<file path="src/rtl/avalon_mm_csr_slave.sv">
// Avalon-MM slave exposing a bank of 32-bit control/status registers.
// Handles single and burst transfers with registered outputs and per-burst write responses.
module avalon_mm_csr_slave #(
  parameter int               DEPTH     = 16,
  parameter logic [DEPTH-1:0] RO_MASK   = '0,
  parameter int               MAX_BURST = 16
) (
  input  logic                 clock,
  input  logic                 reset_n,
  input  logic [15:0]          address,
  input  logic [3:0]           byteenable,
  input  logic                 read,
  input  logic                 write,
  input  logic [31:0]          writedata,
  input  logic [10:0]          burstcount,
  input  logic                 beginbursttransfer,
  output logic                 waitrequest,
  output logic [31:0]          readdata,
  output logic                 readdatavalid,
  output logic [1:0]           response,
  output logic                 writeresponsevalid,
  output logic [DEPTH*32-1:0]  regs_out,
  input  logic [DEPTH*32-1:0]  status_in
);

  localparam int          AW          = (DEPTH > 2) ? $clog2(DEPTH) : 1;
  localparam logic [16:0] DEPTH_W     = 17'(DEPTH);
  localparam logic [31:0] MAX_BURST_W = 32'(MAX_BURST);
  localparam logic [31:0] ERR_WORD    = 32'hDEAD_BEEF;
  localparam logic [1:0]  RESP_OKAY   = 2'b00;
  localparam logic [1:0]  RESP_SLVERR = 2'b10;

  typedef enum logic [1:0] {IDLE, WR_BURST, WR_RESP, RD_BURST} state_t;

  state_t      state_reg, state_next;
  logic [15:0] base_reg, base_next;
  logic [10:0] cnt_reg, cnt_next;
  logic [10:0] k_reg, k_next;
  logic        err_reg, err_next;
  logic        big_reg, big_next;

  logic        waitrequest_reg, waitrequest_next;
  logic [31:0] readdata_reg, readdata_next;
  logic        readdatavalid_reg, readdatavalid_next;
  logic [1:0]  response_reg, response_next;
  logic        wrespvalid_reg, wrespvalid_next;

  logic [10:0]   eff_count;
  logic          oversize;
  logic [15:0]   cur_base;
  logic [10:0]   cur_k;
  logic          cur_big;
  logic [16:0]   beat_idx;
  logic          in_range;
  logic [AW-1:0] beat_lo;
  logic          beat_ro;
  logic          wr_ok;
  logic          rd_ok;
  logic [31:0]   beat_rdata;
  logic [1:0]    beat_rresp;
  logic          last_beat;
  logic          wr_en;

  logic [31:0] regs_word   [DEPTH];
  logic [31:0] status_word [DEPTH];

  // Marker is informational; the latched burstcount alone delimits a burst.
  logic unused_ok;
  assign unused_ok = beginbursttransfer;

  assign waitrequest        = waitrequest_reg;
  assign readdata           = readdata_reg;
  assign readdatavalid      = readdatavalid_reg;
  assign response           = response_reg;
  assign writeresponsevalid = wrespvalid_reg;

  assign eff_count = (burstcount == 11'd0) ? 11'd1 : burstcount;
  assign oversize  = {21'd0, burstcount} > MAX_BURST_W;
  assign last_beat = (k_reg == (cnt_reg - 11'd1));

  // In IDLE the beat being processed is beat 0 of the incoming command.
  always_comb begin
    if (state_reg == IDLE) begin
      cur_base = address;
      cur_k    = 11'd0;
      cur_big  = oversize;
    end else begin
      cur_base = base_reg;
      cur_k    = k_reg;
      cur_big  = big_reg;
    end
  end

  assign beat_idx   = {1'b0, cur_base} + {6'd0, cur_k};
  assign in_range   = beat_idx < DEPTH_W;
  assign beat_lo    = beat_idx[AW-1:0];
  assign beat_ro    = RO_MASK[beat_lo];
  assign wr_ok      = in_range && !beat_ro && !cur_big;
  assign rd_ok      = in_range && !cur_big;
  assign beat_rdata = !rd_ok ? ERR_WORD : (beat_ro ? status_word[beat_lo] : regs_word[beat_lo]);
  assign beat_rresp = rd_ok ? RESP_OKAY : RESP_SLVERR;

  for (genvar gi = 0; gi < DEPTH; gi++) begin : g_reg
    logic [31:0] word_reg;

    always_ff @(posedge clock) begin
      if (!reset_n) begin
        word_reg <= '0;
      end else if (wr_en && (beat_lo == AW'(gi))) begin
        for (int j = 0; j < 4; j++) begin
          if (byteenable[j]) begin
            word_reg[8*j +: 8] <= writedata[8*j +: 8];
          end
        end
      end
    end

    assign regs_word[gi]          = word_reg;
    assign status_word[gi]        = status_in[32*gi +: 32];
    assign regs_out[32*gi +: 32]  = word_reg;
  end

  always_ff @(posedge clock) begin
    if (!reset_n) begin
      state_reg         <= IDLE;
      base_reg          <= '0;
      cnt_reg           <= '0;
      k_reg             <= '0;
      err_reg           <= 1'b0;
      big_reg           <= 1'b0;
      waitrequest_reg   <= 1'b0;
      readdata_reg      <= '0;
      readdatavalid_reg <= 1'b0;
      response_reg      <= RESP_OKAY;
      wrespvalid_reg    <= 1'b0;
    end else begin
      state_reg         <= state_next;
      base_reg          <= base_next;
      cnt_reg           <= cnt_next;
      k_reg             <= k_next;
      err_reg           <= err_next;
      big_reg           <= big_next;
      waitrequest_reg   <= waitrequest_next;
      readdata_reg      <= readdata_next;
      readdatavalid_reg <= readdatavalid_next;
      response_reg      <= response_next;
      wrespvalid_reg    <= wrespvalid_next;
    end
  end

  always_comb begin
    state_next         = state_reg;
    base_next          = base_reg;
    cnt_next           = cnt_reg;
    k_next             = k_reg;
    err_next           = err_reg;
    big_next           = big_reg;
    waitrequest_next   = waitrequest_reg;
    readdata_next      = readdata_reg;
    readdatavalid_next = 1'b0;
    response_next      = RESP_OKAY;
    wrespvalid_next    = 1'b0;
    wr_en              = 1'b0;

    case (state_reg)
      IDLE: begin
        // Write takes priority when both strobes are high.
        if (write && !waitrequest_reg) begin
          base_next = address;
          cnt_next  = eff_count;
          big_next  = oversize;
          k_next    = 11'd1;
          wr_en     = wr_ok;
          err_next  = !wr_ok;
          if (eff_count == 11'd1) begin
            state_next       = WR_RESP;
            wrespvalid_next  = 1'b1;
            response_next    = wr_ok ? RESP_OKAY : RESP_SLVERR;
            waitrequest_next = 1'b1;
          end else begin
            state_next = WR_BURST;
          end
        end else if (read && !waitrequest_reg) begin
          base_next          = address;
          cnt_next           = eff_count;
          big_next           = oversize;
          k_next             = 11'd1;
          readdata_next      = beat_rdata;
          response_next      = beat_rresp;
          readdatavalid_next = 1'b1;
          if (eff_count != 11'd1) begin
            state_next       = RD_BURST;
            waitrequest_next = 1'b1;
          end
        end
      end

      WR_BURST: begin
        if (write) begin
          wr_en    = wr_ok;
          err_next = err_reg || !wr_ok;
          k_next   = k_reg + 11'd1;
          if (last_beat) begin
            state_next       = WR_RESP;
            wrespvalid_next  = 1'b1;
            response_next    = (err_reg || !wr_ok) ? RESP_SLVERR : RESP_OKAY;
            waitrequest_next = 1'b1;
          end
        end
      end

      WR_RESP: begin
        state_next       = IDLE;
        waitrequest_next = 1'b0;
      end

      RD_BURST: begin
        readdata_next      = beat_rdata;
        response_next      = beat_rresp;
        readdatavalid_next = 1'b1;
        k_next             = k_reg + 11'd1;
        // waitrequest falls together with the final readdatavalid.
        if (last_beat) begin
          state_next       = IDLE;
          waitrequest_next = 1'b0;
        end
      end

      default: state_next = IDLE;
    endcase
  end

endmodule
</file>
<file path="config.mk">
export PLATFORM = sky130hd
export DESIGN_NAME = avalon_mm_csr_slave
export DESIGN_NICKNAME = d
export VERILOG_FILES = /design/src/rtl/avalon_mm_csr_slave.sv
export SDC_FILE = /design/constraint.sdc
export NUM_CORES = 1
export LEC_CHECK = 0
export ABC_AREA = 1
export CORE_AREA = 3 3 435 437
export CTS_BUF_LIST = sky130_fd_sc_hd__clkbuf_2
export CTS_CLUSTER_SIZE = 8
export DETAILED_ROUTE_END_ITERATION = 12
export DIE_AREA = 0 0 438 440
export GPL_TIMING_DRIVEN = 0
export HOLD_SLACK_MARGIN = 0.15
export PLACE_DENSITY = 0.35
export RECOVER_POWER = 50
export SKIP_LAST_GASP = 1
export SLEW_MARGIN = 5
export SYNTH_ARGS = -nofsm -noshare
export SYNTH_HDL_FRONTEND = slang
export SYNTH_SLANG_ARGS = --single-unit
export TNS_END_PERCENT = 50
</file>
<file path="constraint.sdc">
create_clock -name clock -period 4.9 [get_ports clock]
set_input_delay 0.49 -clock clock [delete_from_list [all_inputs] [get_ports clock]]
set_output_delay 0.49 -clock clock [all_outputs]
set_load 0.03 [all_outputs]
</file>
Word level (Yosys, flattened, before mapping)

Memories as Yosys holds them, arrays and structs flattened.
Index checks and enable logic that the tools add are counted.

Register bits after elaboration: 591
ROM bits: 16
Bits of input ports: 580
Output and inout port bits: 549
Memories: 1

Memories:

| memory          | words | width | read ports | clocked after Yosys merged registers in | write ports | line | RTL |
|---|---|---|---|---|---|---|---|
| (no name shown) | 16    | 1     | 1          | 0                                       | 0           | 97   | `assign beat_ro = RO_MASK[beat_lo];` |

$add $sub $neg: 3
Order comparisons: 4
Eq/ne operators: 30
Mux-type cells: 65
Bitwise operators: 1
Reduce and logical (&&, ||, !) cells: 103

Operators with widths:

| kind                    | number |
|---|---|
| $bmux W32 S4            | 2 |
| $mux W32                | 8 |
| $reduce_and A2 Y1       | 65 |
| $mux W11                | 7 |
| $pmux W32 S2            | 1 |
| $mux W16                | 3 |
| $pmux W11 S3            | 1 |
| $eq A4 B4 Y1 const B    | 8 |
| $mux W2                 | 15 |
| $logic_and A1 B1 Y1     | 21 |
| $mux W1                 | 21 |
| $add A16 B11 Y17        | 1 |
| $lt A17 B5 Y1 const B   | 1 |
| $eq A4 B3 Y1 const B    | 4 |
| $add A11 B1 Y11 const B | 1 |
| $eq A11 B1 Y1 const B   | 1 |
| $eq A11 B11 Y1          | 1 |
| $gt A11 B5 Y1 const B   | 1 |
| $logic_not A11 Y1       | 1 |
| $ne A11 B1 Y1 const B   | 1 |
| $sub A11 B1 Y11 const B | 1 |
| $reduce_and A3 Y1       | 3 |
| $eq A4 B2 Y1 const B    | 2 |
| $ne A2 B2 Y1 const B    | 4 |
| 21 further kinds        | 32 |

Logic depth before layout (Yosys ltp)

Gate-level depths: netlist of the first run.

Depth in word-level cells: 14
Depth in mapped cells: 29
Gate-level depth less buffers: 24

Least setup slack after synthesis of the first run

No wires, ideal clock.

Path kind: register to register
Start: register state_reg[0]
End: register g_reg[11].word_reg[0]
Data arrival time: 3.880 ns
Required time: 4.787 ns
Slack: 0.907 ns
Cell stages (with the launch flop): 19
Period minus slack after synthesis: 3.993 ns
Path through: dfxtp_1 > inv_1 > ha_1 > buf_4 > clkbuf_1 > clkbuf_1 > nand2_1 > nand2_1 > ha_1 > inv_1 > fa_1 > nor2_1 > inv_2 > clkbuf_1 > nor2_1 > nand4_4 > buf_6 > nor2_1 > nor2_1

Longest elaborated chain between the ends: 12

Ends and longest elaborated chain:

| element                                                   | line | RTL |
|---|---|---|
| start, declared                                           | 35   | `state_t state_reg, state_next;` |
| start signal, assigned                                    | 137  | `state_reg <= state_next;` |
| branches (longest 10 deep; another with $add A16 B11 Y17) | -    |  |
| $logic_and A1 B1 Y1 *                                     | 109  | `end else if (wr_en && (beat_lo == AW'(gi))) begin` |
| $reduce_and A2 Y1 (no source line) *                      | -    |  |
| end signal, assigned by index                             | 112  | `word_reg[8*j +: 8] <= writedata[8*j +: 8];` |
| end, declared                                             | 104  | `logic [31:0] word_reg;` |

Mark *: on every way between the ends. The select of a mux whose other input is x is not followed.
A chain may end at the register's enable or synchronous reset.

Worst setup path after layout of the first run

Start: register state_reg[0]
End: register readdata_reg[27], in the netlist readdata[27]

Longest elaborated chain between the ends: 12

Ends and longest elaborated chain:

| element                                     | line    | RTL |
|---|---|---|
| $logic_not A2 Y1                            | 83, 165 |  |
| $mux W16 / $mux W11 (equally long branches) | 83      | `if (state_reg == IDLE) begin` |
| $add A16 B11 Y17                            | 94      | `assign beat_idx = {1'b0, cur_base} + {6'd0, cur_k};` |
| $not A4 Y5 (not written as such)            | 100     | `assign beat_rdata = !rd_ok ? ERR_WORD : (beat_ro ? status_word[beat_lo] : regs_word[beat_lo]);` |
| $bmux W32 S4                                | 100     |  |
| $mux W32 (not written as such) (2 in a row) | 100     |  |
| $mux W32 (2 in a row)                       | 100     |  |
| $mux W32                                    | 183     | `end else if (read && !waitrequest_reg) begin` |
| $mux W32                                    | 168     | `if (write && !waitrequest_reg) begin` |
| $pmux W32 S2                                | 165     | `case (state_reg)` |
| end signal, assigned                        | 144     | `readdata_reg <= readdata_next;` |
| end, declared                               | 43      | `logic [31:0] readdata_reg, readdata_next;` |

Parallel ways exist; a longest one is shown, timed or not. The select of a mux whose other input is x is not followed.

==> reports/metrics.yaml, run 1 <==
run_status:
  outcome: "finished clean"
sta:
  fin_hold_ws_ns: 0.383
  worst_pin_slew_ns: 1.34
  min_period_over_period_pct: 97.2
  slew_headroom_pct: 10.5
  drv_slew: 0
  setup_tns_ns: 0
  finalHoldViolCount: 0
  clock_skew_ns: 0.177
  layout_min_cycle_time_ns: 4.77
  setup_viol: 0
  rsz0062_at_grt: "no"
  fmax_mhz: 210
setup_path:
  cp.arrival_ns: 6.19
  cp-start-kind: "flip-flop"
  max_stage_delay_ns: 0.55
  critPathBufInv: 7
  cp_max_fo: 19
  slowest_stage: "clkbuf_2"
  crit_type: "reg -> reg"
  cp.required_ns: 6.32
  end_kind: "flip-flop"
  crit_top_cell: "inv_1"
  worstPathCellList: "inv_1 > ha_4 > buf_8 > clkbuf_4 > nand2_1 > nand2_1 > ha_1 > inv_1 > fa_2 > nand2_2 > clkinv_1 > clkbuf_2 > a21oi_1 > o21ai_0 > a22oi_1 > nand4_1 > o211ai_1 > inv_1"
  crit_family: "buffers and inverters"
final_layout:
  final_area_mm2: 0.0420
  final_cell_mix: "nand2_1 (1180), nor2_1 (1121), dlygate4sd3_1 (686)"
  final_common_cell: "nand2_1"
  fin_nets: 6117
  syn_to_final_growth_pct: 42.8
  drive_gt1_share_pct: 9.20
  largest_reg_flops: 512
  num-fill-cells: 21200
  final_util_pct: 22.7
synth:
  synth_compound_area_share_pct: 10.9
  ys_ff_latch: 590
  synth_xor_area_share_pct: 0.447
  synthArstFlopShare_pct: 0
  ys.warnings.count: 0
  synth.distinct_cells: 45
  ys_seq_area_share_pct: 40.2
  synth_edf_count: 0
  syn_avg_cell_area_um2: 6.43
  synthesis.area_mm2: 0.0294
  synth_top_family_by_area: "simple AND/OR/NAND/NOR gates"
  synth-simple-area-share_pct: 34.5
  synthMuxAreaShare_pct: 0
  netlist_instances: 4573
  synth_nets: 5172
  synth_adder_area_share_pct: 0.834
  synth-main-ff-cell: "dfxtp_1"
die:
  die_h_um: 440
  io-pin-count: 1129
  die_x_um: 438
  initial_core_util_pct: 15.9
  die_area_mm2: 0.193
  rows: 158
  core_area_mm2: 0.185
power_and_ir_drop:
  vdd_ir_drop_max_uv: 368
  p_leak_nw: 21.3
  finalPower_w: 0.0192
  p_per_area_mw_per_mm2: 457
job:
  drv_cap: 0
grt:
  overflow: 0
  grt_pass1_vias: 32300
  grt_pass1_wl_mm: 279
  gr-usage-all-layers_pct: 21.4
  antenna_found_initial: 22
  grt_max_degree: 20
route:
  drt-initial-drc-count: 2363
  dr.pass1.iters: 6
  vias: 33500
  routed_via_density: 4.14
  ant_nets: 0
  avgRoutedWirePerCell_um: 26.2
  routed_wl_mm: 213
  drc: 0
placement:
  place_area_mm2: 0.0383
  gp_congestion: 0.850
  port_buffers: 578
  hpwlAfterDp_mm: 166
cts:
  clock-root-buffer: "clkbuf_2"
  max-clock-path-buffers: 3
  clk_latency_ns: 1.70
  cts_buffers: 181
  clock-sinks: 590
  clkTransAtPathRegs_ns: 0.12
  htree_num_levels: 4
  cts_tree: "done"
hold_path:
  hp-class: "in -> reg"
## cell families (layout without fill, tap and decap cells)
family,Yosys count,after routing
AOI/OAI and AO/OA,545,545
xor gates and xnor gates,15,15
adders and majority gates,19,19
buffers and inverters,933,1971
DFF,590,590
other,1,19
and+or+nand+nor,2470,2470
## worst register-to-register path, stage by stage, from the launching register on
cell      delay, ns
dfxtp_1        0.34
inv_1          0.22
ha_4           0.23
buf_8          0.19
clkbuf_4       0.24
nand2_1        0.07
nand2_1        0.16
ha_1           0.20
inv_1          0.06
fa_2           0.54
nand2_2        0.33
clkinv_1       0.23
clkbuf_2       0.55
a21oi_1        0.36
o21ai_0        0.29
a22oi_1        0.32
nand4_1        0.12
o211ai_1       0.13
inv_1          0.05
## metrics by stage
stage	worst slack [ns]	instances
finish	0.135	8109
global route	0.0119	8097
CTS	-0.0658	8066
detailed placement	-2.73	7632
global placement	-3.22	7631
floorplan	0.907	4573
## path summary, 6_finish.rpt
path                            depth (start not counted)     startpoint  slack, ns                endpoint
worst max register to register                         18   state_reg[0]       0.13            readdata[27]
worst min-delay path                                    5  writedata[28]       0.38  g_reg[15].word_reg[28]
worst max-delay path                                   18   state_reg[0]       0.13            readdata[27]
worst min register to register                          2   base_reg[15]       0.47            base_reg[15]
## routing by layer
| metal | up-vias | part of all wire [%] | routed length [µm] | GRT usage (%) |
|---|---|---|---|---|
| met1 | 15900 | 37 | 79300 | 22.9 |
| li1 | 16100 | - | - | - |
| met2 | 1198 | 50 | 107000 | 38.2 |
| met5 | - | 0.0056 | 12 | 0 |
| met3 | 389 | 5.5 | 11700 | 4.53 |
| met4 | 2 | 6.9 | 14600 | 13.1 |
## synthesized netlist by cell type (6+ instances only)
cell type,n,area (µm²)
a22oi_1,52,390
o221ai_1,7,61.3
o22ai_1,152,951
a221oi_1,11,96.3
nand4_2,13,163
buf_2,33,165
o21ai_0,158,791
nor2_1,1128,4230
nand3_1,33,165
ha_1,18,225
xor2_1,11,96.3
nand2_1,1183,4440
a21oi_1,126,631
inv_1,630,2360
nand4_1,58,363
nor3_1,9,45.0
buf_1,50,188
nand4_4,30,638
dfxtp_1,590,11800
clkbuf_1,176,661
buf_6,31,349
or2_2,6,37.5
o211ai_1,24,180
## report_power, final
group          switching, W  total, W  leakage [nW]  internal [W]
combinational       0.00805   0.00994          15.4       0.00189
sequential         0.000231   0.00526          4.77       0.00503
clock               0.00254   0.00400          1.12       0.00146
## final cells by class
| cell class | count | area (µm²) | area share, % |
|---|---|---|---|
| plain buffers | 296 | 1670 | 3.97 |
| inverters | 635 | 2380 | 5.68 |
| multi-input cells | 3050 | 13900 | 33.2 |
| diodes | 18 | 45.0 | 0.107 |
| repair buffers | 764 | 7600 | 18.1 |
| clock inverters | 29 | 206 | 0.492 |
| well taps | 2480 | 3100 | 7.39 |
| flip-flops and latches | 590 | 11800 | 28.1 |
| clock buffers | 247 | 1240 | 2.94 |
## repair_timing
| action | in CTS | in global routing |
|---|---|---|
| endpoints found under the setup margin | 546 | 450 |
| pin swaps | 2 | 3 |
| hold buffers | 159 | 0 |
| resized for setup | 119 | 59 |
| hold endpoints to repair | 567 | 0 |
| buffers inserted | 1 | 25 |
(Power assumes the default switching activity.)
==> inputs of run 2 (changes only) <==
--- a/config.mk
+++ b/config.mk
@@ -15,7 +15,6 @@
 export HOLD_SLACK_MARGIN = 0.15
 export PLACE_DENSITY = 0.35
 export RECOVER_POWER = 50
-export SKIP_LAST_GASP = 1
 export SLEW_MARGIN = 5
 export SYNTH_ARGS = -nofsm -noshare
 export SYNTH_HDL_FRONTEND = slang
==> results of run 2 <==
No change in the layout: final DEF, timing and power equal those of run 1.
==> inputs of run 3 (changes only) <==
--- a/config.mk
+++ b/config.mk
@@ -8,6 +8,7 @@
 export ABC_AREA = 1
 export CORE_AREA = 3 3 435 437
 export CTS_BUF_LIST = sky130_fd_sc_hd__clkbuf_2
+export CTS_CLUSTER_DIAMETER = 120
 export CTS_CLUSTER_SIZE = 8
 export DETAILED_ROUTE_END_ITERATION = 12
 export DIE_AREA = 0 0 438 440
@@ -19,4 +20,4 @@
 export SYNTH_ARGS = -nofsm -noshare
 export SYNTH_HDL_FRONTEND = slang
 export SYNTH_SLANG_ARGS = --single-unit
-export TNS_END_PERCENT = 50
+export TNS_END_PERCENT = 10
==> reports/metrics.yaml, run 3 (synthesis gave the netlist of run 1 again) <==
route:
  dr_wl_met3_mm: 10.4  # -11%
  met2RoutedLength_mm: 107  # -0.45%
  route.top_layer_used: "met4"
  wl_met1_mm: 79.5  # +0.16%
  drt-initial-drc-count: 2466  # +4.4%
  ant_nets: 0  # unchanged
  drc: 0  # unchanged
  vias: 32600  # -2.9%
  dr.pass1.iters: 6  # unchanged
  avgRoutedWirePerCell_um: 26.8  # +2.4%
  routed_wl_mm: 212  # -0.25%
  routed_via_density: 4.12  # -0.36%
setup_path:
  cp.required_ns: 6.29  # -0.03 ns
  cp.arrival_ns: 6.07  # -0.12 ns
  timing.rr.end: "readdata[9]"
  critPathLaunch: "state_reg[1]"
  r2r_slack_ns: 0.22  # +0.08 ns
  end_kind: "flip-flop"
  cp_max_fo: 19  # unchanged
  r2r-start: "state_reg[1]"
  cp-start-kind: "flip-flop"
  reg2reg_depth: 16  # -2
  crit_type: "reg -> reg"
power_and_ir_drop:
  intPower_w: 0.00767  # -8.4%
  p_per_area_mw_per_mm2: 440  # -3.7%
  power_frac_clock_pct: 15.2  # -5.6 points
  seq_power_share_pct: 29.2  # +1.8 points
  switching_power_w: 0.0104  # -4.2%
  p_sw_share_pct: 57.5  # +1.1 points
  vdd_ir_drop_max_uv: 357  # -3.2%
  finalPower_w: 0.0180  # -6.0%
  p_leak_nw: 18.7  # -12%
  combPwrFrac_pct: 55.5  # +3.7 points
final_layout:
  final_common_cell: "nand2_1"
  syn_to_final_growth_pct: 39.4
  regArea_mm2: 0.0118  # unchanged
  fin_nets: 6002  # -1.9%
  final_cell_mix: "nand2_1 (1181), nor2_1 (1120), inv_1 (629)"
  largest_reg_flops: 512  # unchanged
  num-fill-cells: 21200  # -0.057%
  drive_gt1_share_pct: 6.23  # -3.0 points
  multi_input_area_mm2: 0.0140  # about the same
sta:
  finalHoldViolCount: 0  # unchanged
  fin_hold_ws_ns: 0.384  # +0.000592 ns
  setup_viol: 0  # unchanged
  rsz0062_at_grt: "yes"
  layout_min_cycle_time_ns: 4.68  # -0.0823 ns
  clock_skew_ns: 0.179  # +0.00191 ns
  slew_headroom_pct: 12.3  # +1.8 points
  worst_pin_slew_ns: 1.32  # -0.0267 ns
  final.setup.worst_slack_ns: 0.217  # +0.0823 ns
  drv_slew: 0  # unchanged
  fmax_mhz: 214  # +1.8%
  min_period_over_period_pct: 95.6  # -1.7 points
placement:
  hpwlAfterDp_mm: 166  # unchanged
  gp_congestion: 0.850  # unchanged
  port_buffers: 578  # unchanged
  post-place-ws_ns: -2.73  # unchanged
cts:
  clk_latency_ns: 1.56  # -0.14 ns
  clock-sinks: 590  # unchanged
  htree_num_levels: 3  # -1
  cts_tree: "done"
  clock-root-buffer: "clkbuf_2"
  max-clock-path-buffers: 3  # unchanged
  cts_buffers: 84  # -54%
  clkTransAtPathRegs_ns: 0.22  # +0.10 ns
die:
  die_x_um: 438  # unchanged
  core_area_mm2: 0.185  # unchanged
  initial_core_util_pct: 15.9  # unchanged
  io-pin-count: 1129  # unchanged
  rows: 158  # unchanged
  die_h_um: 440  # unchanged
  die_area_mm2: 0.193  # unchanged
run_status:
  outcome: "finished clean"
grt:
  grt_pass1_vias: 31200  # -3.2%
  overflow: 0  # unchanged
  grt_pass1_wl_mm: 278  # -0.54%
  antenna_found_initial: 19  # -14%
  grt_max_degree: 20  # unchanged
  gr-usage-all-layers_pct: 21.3  # -0.080 points
hold_path:
  whs_path_depth: 5  # unchanged
  hold_path_end: "g_reg[9].word_reg[19]"
  hold_start: "writedata[19]"
  hp-class: "in -> reg"
job:
  drv_cap: 0  # unchanged
==> run 3: cell count changes in the layout (fill, tap and decap cells not counted), moves of 3 or more <==
cell	change
clkdlybuf4s50_1	+527
clkinv_4	-3
dlygate4sd3_1	-537
a22oi_1	+3
inv_6	-3
clkbuf_4	+4
a22oi_2	-3
diode_2	-8
buf_2	-4
clkinv_1	-11
buf_6	-3
buf_4	-10
clkbuf_2	-162
==> run 3: stage by stage <==
stage	std cells	util, %	instance area, µm²	setup TNS (ns)
after floorplan	4573	-	29400	0
after global placement	7631	20.6	38300	-816.95
after detailed placement	7632	20.7	38300	-592.46
after CTS	7877	22.0	40800	0
after global routing	7898	22.1	41000	-2.83
final	7903	22.1	41000	0
==> run 3: timing repair <==
item / 4_1_cts / 5_1_grt
setup endpoints to repair: 546 / 445
gates resized for setup: 136 / 32
pin swaps: 4 / 1
hold buffers: 148 / 1
setup buffers: 3 / 15
endpoints found under the hold margin: 567 / 1
==> run 3: layout make-up <==
class                           count  share of cell area [%]
Antenna cell                       10                  0.0610
Clock buffer                       87                    1.06
Timing Repair Buffer              746                    18.1
Tap cell                         2480                    7.57
Buffer                            296                    4.19
Inverter                          635                    5.81
Clock inverter                      9                   0.302
Sequential cell                   590                    28.8
Multi-Input combinational cell   3050                    34.0
==> run 3: critical path, cell delays in order, from the launching register on <==
cell	delay, ns
dfxtp_1	0.46
inv_1	0.13
ha_4	0.21
buf_8	0.17
o21ai_0	0.52
inv_1	0.15
fa_2	0.71
nor2_1	0.11
clkinv_1	0.11
clkbuf_1	0.84
o22ai_1	0.22
a21oi_1	0.15
o21ai_0	0.16
a22oi_1	0.34
nand4_1	0.14
o211ai_1	0.13
inv_1	0.06
==> run 3: power groups by stage <==
| stage | registers [W] | logic (W) | clock network (W) |
|---|---|---|---|
| floorplan | 0.00550 | 0.00350 | 0 |
| global placement | 0.00537 | 0.00934 | 0 |
| detailed placement | 0.00537 | 0.00940 | 0 |
| CTS | 0.00528 | 0.0101 | 0.00290 |
| global route | 0.00530 | 0.0103 | 0.00304 |
| finish | 0.00528 | 0.0100 | 0.00275 |
==> run 3: worst max path at each step <==
stage,to,slack [ns]
after floorplan,g_reg[11].word_reg[0],0.91
after global placement,readdata[14],-3.22
after detailed placement,readdata[14],-2.73
after CTS,readdata[17],0.03
after global routing,g_reg[4].word_reg[15],-0.12
final,readdata[9],0.22
==> run 3: metal layers <==
layer,vias to the layer above,global-route usage [%]
li1,15700,-
met1,15500,22.9
met2,1018,38.3
met3,362,3.96
met4,0,13.4
met5,-,0
